## src/rtl/muldiv_pkg.sv

```systemverilog
// ============================================================================
// Module   : muldiv_pkg
// Brief    : Shared funct codes, state/op encodings and a decode helper for the
//            HI/LO multiply/divide engine.
// Revision : 1.0  initial release
// ============================================================================
`default_nettype none

package muldiv_pkg;

    localparam logic [5:0] FUNCT_MFHI  = 6'b010000;
    localparam logic [5:0] FUNCT_MTHI  = 6'b010001;
    localparam logic [5:0] FUNCT_MFLO  = 6'b010010;
    localparam logic [5:0] FUNCT_MTLO  = 6'b010011;
    localparam logic [5:0] FUNCT_MULT  = 6'b011000;
    localparam logic [5:0] FUNCT_MULTU = 6'b011001;
    localparam logic [5:0] FUNCT_DIV   = 6'b011010;
    localparam logic [5:0] FUNCT_DIVU  = 6'b011011;

    typedef enum logic [1:0] {
        IDLE = 2'd0,
        RUN  = 2'd1,
        FIX  = 2'd2
    } muldiv_state_t;

    typedef enum logic {
        OP_MUL = 1'b0,
        OP_DIV = 1'b1
    } muldiv_op_t;

    // HI/LO-class codes are 0100xx (move) and 0110xx (multiply/divide).
    function automatic logic is_hilo_class(input logic [5:0] funct);
        return (funct[5:4] == 2'b01) && (funct[2] == 1'b0);
    endfunction

endpackage

`default_nettype wire

```

## src/rtl/muldiv_step.sv

```systemverilog
// ============================================================================
// Module   : muldiv_step
// Brief    : One combinational iteration: shift-add multiply or restoring
//            divide on a {hi,lo} accumulator.
// Revision : 1.0  initial release
// ============================================================================
`default_nettype none

module muldiv_step #(
    parameter int WIDTH = 32
) (
    input  logic                 op_div,
    input  logic [2*WIDTH-1:0]   acc,
    input  logic [WIDTH-1:0]     operand,
    output logic [2*WIDTH-1:0]   acc_next
);

    logic [WIDTH:0] w_sum;
    logic [WIDTH:0] w_rem_sh;
    logic [WIDTH:0] w_diff;

    always_comb begin
        w_sum    = {1'b0, acc[2*WIDTH-1:WIDTH]} + {1'b0, operand};
        w_rem_sh = {acc[2*WIDTH-1:WIDTH], acc[WIDTH-1]};
        w_diff   = w_rem_sh - {1'b0, operand};
        acc_next = '0;
        if (op_div) begin
            // The partial remainder stays below the divisor, so a clear top
            // bit of the difference means the trial subtraction succeeded.
            if (!w_diff[WIDTH]) begin
                acc_next = {w_diff[WIDTH-1:0], acc[WIDTH-2:0], 1'b1};
            end else begin
                acc_next = {w_rem_sh[WIDTH-1:0], acc[WIDTH-2:0], 1'b0};
            end
        end else if (acc[0]) begin
            acc_next = {w_sum, acc[WIDTH-1:1]};
        end else begin
            acc_next = {1'b0, acc[2*WIDTH-1:1]};
        end
    end

endmodule

`default_nettype wire

```

## src/rtl/muldiv_unit.sv

```systemverilog
// ============================================================================
// Module   : muldiv_unit
// Brief    : Iterative multiply/divide engine with architectural HI/LO.
//            Signed MULT/DIV enabled by defining MULDIV_SIGNED_EN.
// Revision : 1.0  initial release
// ============================================================================
`default_nettype none

module muldiv_unit
    import muldiv_pkg::*;
#(
    parameter int WIDTH = 32
) (
    input  logic             clk,
    input  logic             reset,
    input  logic             start,
    input  logic [5:0]       funct,
    input  logic [WIDTH-1:0] src_a,
    input  logic [WIDTH-1:0] src_b,
    output logic [WIDTH-1:0] hilo,
    output logic             busy,
    output logic             stall,
    output logic             done
);

    localparam int              CNT_W  = $clog2(WIDTH);
    localparam logic [CNT_W-1:0] C_LAST = CNT_W'(WIDTH - 1);

    muldiv_state_t       r_state;
    muldiv_state_t       w_state_next;
    muldiv_op_t          r_op;
    logic [CNT_W-1:0]    r_cnt;
    logic [2*WIDTH-1:0]  r_acc;
    logic [2*WIDTH-1:0]  w_acc_next;
    logic [WIDTH-1:0]    r_b;
    logic [WIDTH-1:0]    r_hi;
    logic [WIDTH-1:0]    r_lo;
    logic                r_neg_res;
    logic                r_neg_rem;
    logic                r_div0;
    logic                r_done;

    logic                w_class;
    logic                w_accept;
    logic                w_signed;
    logic                w_neg_a;
    logic                w_neg_b;
    logic [WIDTH-1:0]    w_mag_a;
    logic [WIDTH-1:0]    w_mag_b;
    logic [2*WIDTH-1:0]  w_prod;
    logic [WIDTH-1:0]    w_quo;
    logic [WIDTH-1:0]    w_rem;

    assign w_class  = is_hilo_class(funct);
    assign busy     = (r_state != IDLE);
    assign stall    = start && busy && w_class;
    assign w_accept = start && w_class && !busy;
    assign hilo     = (funct == FUNCT_MFHI) ? r_hi : r_lo;
    assign done     = r_done;

`ifdef MULDIV_SIGNED_EN
    assign w_signed = (funct == FUNCT_MULT) || (funct == FUNCT_DIV);
`else
    assign w_signed = 1'b0;
`endif

    assign w_neg_a = w_signed && src_a[WIDTH-1];
    assign w_neg_b = w_signed && src_b[WIDTH-1];
    assign w_mag_a = w_neg_a ? -src_a : src_a;
    assign w_mag_b = w_neg_b ? -src_b : src_b;

    muldiv_step #(
        .WIDTH    (WIDTH)
    ) u_step (
        .op_div   (r_op == OP_DIV),
        .acc      (r_acc),
        .operand  (r_b),
        .acc_next (w_acc_next)
    );

    // -2^(W-1) / -1 needs no special path: magnitudes give quotient
    // 2^(W-1), remainder 0, and the positive sign leaves that pattern intact.
    always_comb begin
        w_prod = r_neg_res ? -r_acc : r_acc;
        w_quo  = r_neg_res ? -r_acc[WIDTH-1:0] : r_acc[WIDTH-1:0];
        w_rem  = r_neg_rem ? -r_acc[2*WIDTH-1:WIDTH] : r_acc[2*WIDTH-1:WIDTH];
        if (r_div0) begin
            w_quo = '1;
        end
    end

    always_ff @(posedge clk) begin
        if (reset) begin
            r_state <= IDLE;
        end else begin
            r_state <= w_state_next;
        end
    end

    always_comb begin
        w_state_next = r_state;
        case (r_state)
            IDLE:    if (w_accept && funct[3]) w_state_next = RUN;
            RUN:     if (r_cnt == C_LAST)      w_state_next = FIX;
            FIX:     w_state_next = IDLE;
            default: w_state_next = IDLE;
        endcase
    end

    always_ff @(posedge clk) begin
        if (reset) begin
            r_op      <= OP_MUL;
            r_cnt     <= '0;
            r_acc     <= '0;
            r_b       <= '0;
            r_hi      <= '0;
            r_lo      <= '0;
            r_neg_res <= 1'b0;
            r_neg_rem <= 1'b0;
            r_div0    <= 1'b0;
            r_done    <= 1'b0;
        end else begin
            r_done <= 1'b0;
            case (r_state)
                IDLE: begin
                    if (w_accept) begin
                        if (funct == FUNCT_MTHI) r_hi <= src_a;
                        if (funct == FUNCT_MTLO) r_lo <= src_a;
                        if (funct[3]) begin
                            r_op      <= funct[1] ? OP_DIV : OP_MUL;
                            r_acc     <= {{WIDTH{1'b0}}, w_mag_a};
                            r_b       <= w_mag_b;
                            r_cnt     <= '0;
                            r_neg_res <= w_neg_a ^ w_neg_b;
                            r_neg_rem <= w_neg_a;
                            r_div0    <= (src_b == '0);
                        end
                    end
                end
                RUN: begin
                    r_acc <= w_acc_next;
                    r_cnt <= r_cnt + CNT_W'(1);
                end
                FIX: begin
                    if (r_op == OP_DIV) begin
                        r_lo <= w_quo;
                        r_hi <= w_rem;
                    end else begin
                        {r_hi, r_lo} <= w_prod;
                    end
                    r_done <= 1'b1;
                end
                default: ;
            endcase
        end
    end

endmodule

`default_nettype wire

```

## config.mk

```make
export PLATFORM = sky130hd
export DESIGN_NAME = muldiv_unit
export DESIGN_NICKNAME = d
export VERILOG_FILES = /design/src/rtl/muldiv_pkg.sv /design/src/rtl/muldiv_step.sv /design/src/rtl/muldiv_unit.sv
export SDC_FILE = /design/constraint.sdc
export NUM_CORES = 1
export LEC_CHECK = 0
export ABC_AREA = 1
export CORE_MARGIN = 1.5
export CORE_UTILIZATION = 37
export CTS_BUF_LIST = sky130_fd_sc_hd__clkbuf_4 sky130_fd_sc_hd__clkbuf_8
export DETAILED_ROUTE_END_ITERATION = 10
export HOLD_SLACK_MARGIN = 0.06
export PLACE_DENSITY = 0.54
export SLEW_MARGIN = 10
export SYNTH_ARGS = -nofsm -noshare
export SYNTH_HDL_FRONTEND = slang
export SYNTH_SLANG_ARGS = --single-unit
```

## constraint.sdc

```tcl
create_clock -name clk -period 2.7 [get_ports clk]
set_input_delay 0.54 -clock clk [delete_from_list [all_inputs] [get_ports clk]]
set_output_delay 0.54 -clock clk [all_outputs]
set_load 0.05 [all_outputs]
```

==> metrics.txt, run 1 <==
die footprint 0.0366 mm2; Port Buffers 107; CTS root buf clkbuf_8; Synth top area share 26.0%; hpwl dp 37,000 um; clock sink total 170; Tcrit/Tclk final 96.8%; Critical Path Start funct[3]; initial antenna violation count 0; largest net degree at the start of global routing 96; sequential fraction of the synthesis area 26.0%; Routed Antenna Nets 0; DIE WIDTH 191 um; Vias 14,400; diode count 0; Final Setup Violations 0; clk_lat worst skew 490 ps; core outline area 0.0347 mm2; WL/cell 17.1 um; minimum clock period 2610 ps; Cell Count, Final, Fillers Out 2,813; Max-slew headroom 42.0%; area leader, netlist dfxtp_1; IO Pins 108; critical path data required time 2160 ps; Syn Nets 2,349; number of max-cap violations 0; Synth Instances 2,208; first-pass GRT wire length 74,600 um; Iteration-0 DRC Markers 1,111; Final Cell Area 0.0160 mm2; hold-critical path depth 2; Reg clk slew, reported paths 90 ps; CP Launch Type input pin; Critical Path, Cell by Cell clkdlybuf4s50_1, nor2_1, nand4_1, buf_4, mux2_2, buf_4; Slowest-stage cell, CP clkdlybuf4s50_1; Fin. Hold Viols 0; EDFF count, synth 0; Total GRT Usage 26.3%; synthesized flop and latch total 170; synth cell count leaders 735 x nand2_1, 324 x inv_1, 170 x dfxtp_1; worst reg2reg path startpoint r_acc[31]; routability congestion estimate 0.922; Area Growth Syn to Fin 22.1%; final core occ 46.1%; Die H 191 um; GRT overflow 0; most frequent cell after synthesis nand2_1; Synth Area per Inst 5.94 um2; DRT Wirelength 48,000 um; Critical Path Max Stage Delay 440 ps; Hold Startpoint r_cnt[4]; Setup Crit Path Kind input pin to primary output; DR DRC count 0; final-report max-slew violation count 0; status complete, no violations; Warnings, synthesis 0; crit path max fanout 15; Critical Path Most Common Cell buf_4; Final #Nets 2,486; Power Dens Cells 352 mW/mm2; top cells by area, synth dfxtp_1 26%, nand2_1 21%, inv_1 9.3%; CP Buf/Inv Count 3; hold crit path type flip-flop to flip-flop; setup TNS 0 ps; CTS tree built; unrepaired setup endpoints after global routing false; Tightest Pin Transition 869 ps; Starting Density 37.8%; fraction of registers with async set/reset 0%; mapped cell area 0.0131 mm2; Site Rows 68; Pleak 7.45 nW; critical path capture point type primary output; Hold Path End r_cnt[4]; delay-heaviest family, CP buffers and inverters; drt via density 5.12; clk buf depth 2; TritonCTS Buffers 17; Post-DP Area 0.0155 mm2; Fmax 383 MHz; share of cells above drive strength 1 10.4%; Detailed Routing Iterations Pass 1 5; R2R setup slack 150 ps; reg2reg path depth 18; vias in the first global route 13,600; placed cell count 2,779; Clock Skews 22.4 ps; Primary FF master, synth dfxtp_1; Worst Path Arrival 2070 ps; Layout fillers 3,807; area of the multi-input gates 0.00821 mm2; H-Tree Depth 4; worst ir drop on vdd 0.298 mV; Yosys cell types 37; Storage cell area 0.00341 mm2; Reg2Reg Capture Point r_acc[63]
## per-layer routing
| metal | wire length [um] | global-route usage [%] | up-vias | share of wire (%) |
|---|---|---|---|---|
| li1 | - | - | 7388 | - |
| met1 | 23500 | 37.6 | 6571 | 49 |
| met2 | 21300 | 42.4 | 397 | 44 |
| met3 | 2250 | 2.35 | 46 | 4.7 |
| met4 | 975 | 6.61 | 0 | 2.0 |
| met5 | 0 | 0 | - | 0 |
## layout make-up
type | instances | share of cell area (%)
multi-input cells | 1618 | 51.3
flip-flops and latches | 170 | 21.3
repair buffers | 211 | 13.5
inverters | 327 | 7.67
well taps | 455 | 3.56
clock buffers | 20 | 1.68
clock inverters | 12 | 0.946
## worst min-delay path, cell delays in order, from the launching register on
cell and delay [ps]:
dfxtp_1 320, nand2_1 60, a21oi_1 50
## logic make-up after synthesis
family,after synthesis,synth area share (%)
buffers and inverters,421,12.4
AO/OA/AOI/OAI,428,17.7
multiplexers,32,2.75
AND/OR/NAND/NOR,1067,33.1
adder cells (fa/ha/maj),68,6.60
flip-flops,170,26.0
XOR/XNOR,22,1.47
## stage by stage
step	power, mW	setup WS (ps)	hold WS [ps]
detailed placement	3.60	59.2	472
CTS	5.62	45.3	486
global placement	3.60	89.0	454
finish	5.63	87.2	478
global route	5.86	4.25	511
floorplan	3.16	448	444
## power by group
part           leakage, nW  total, mW  switching [mW]  internal (mW)
Combinational         5.86       1.05           0.638          0.413
Sequential            1.37       2.54          0.0164           2.52
Clock                0.212       2.04            1.13          0.911
Total                 7.45       5.63            1.78           3.85
## worst max path at each step
stage,to,slack (ps),cells after the start
2_1_floorplan,r_acc[48],450,18
3_3_place_gp,hilo[25],90,7
3_5_place_dp,hilo[0],60,7
4_1_cts,hilo[0],50,7
5_1_grt,hilo[0],4,6
6_report,hilo[0],90,6
## state kept, by name (all words and copies together) (netlist names)
signal and flops:
r_op 1, done 1, r_cnt 5, r_hi 32, r_state 2, r_b 32, r_acc 64, r_div0 1
r_lo 32
## repair_timing
item	CTS	global route
setup endpoints to repair	0	62
buffers inserted	0	1
hold buffers	0	0
gates resized for setup	0	28
## layout by cell type (no fill, tap or decap), drive strengths merged
| cell type | count |
|---|---|
| nor2 | 149 |
| clkinv | 7 |
| nand3 | 115 |
| clkdlybuf4s50 | 73 |
| and2 | 9 |
| dfxtp | 170 |
| clkbuf | 20 |
| nand2 | 744 |
| xnor2 | 11 |
| nand3b | 11 |
| o21bai | 4 |
| buf | 138 |
| nor3b | 1 |
| a211oi | 1 |
| o21ai | 146 |
| nand4 | 16 |
| xor2 | 11 |
| o211ai | 1 |
| ha | 66 |
| fa | 2 |
| mux2 | 32 |
| bufinv | 2 |
| inv | 329 |
| a21oi | 156 |
| or2 | 1 |
| a31oi | 93 |
| a21o | 2 |
| clkinvlp | 1 |
| nor3 | 17 |
| o22ai | 25 |
| nor4 | 5 |
(Power assumes the default switching activity.)
==> run 2: changes to the inputs <==
--- a/config.mk
+++ b/config.mk
@@ -10,7 +10,6 @@
 export CORE_UTILIZATION = 37
 export CTS_BUF_LIST = sky130_fd_sc_hd__clkbuf_4 sky130_fd_sc_hd__clkbuf_8
 export DETAILED_ROUTE_END_ITERATION = 10
-export HOLD_SLACK_MARGIN = 0.06
 export PLACE_DENSITY = 0.54
 export SLEW_MARGIN = 10
 export SYNTH_ARGS = -nofsm -noshare
==> results of run 2 <==
The final DEF is identical to that of run 1; final timing and power are the same.
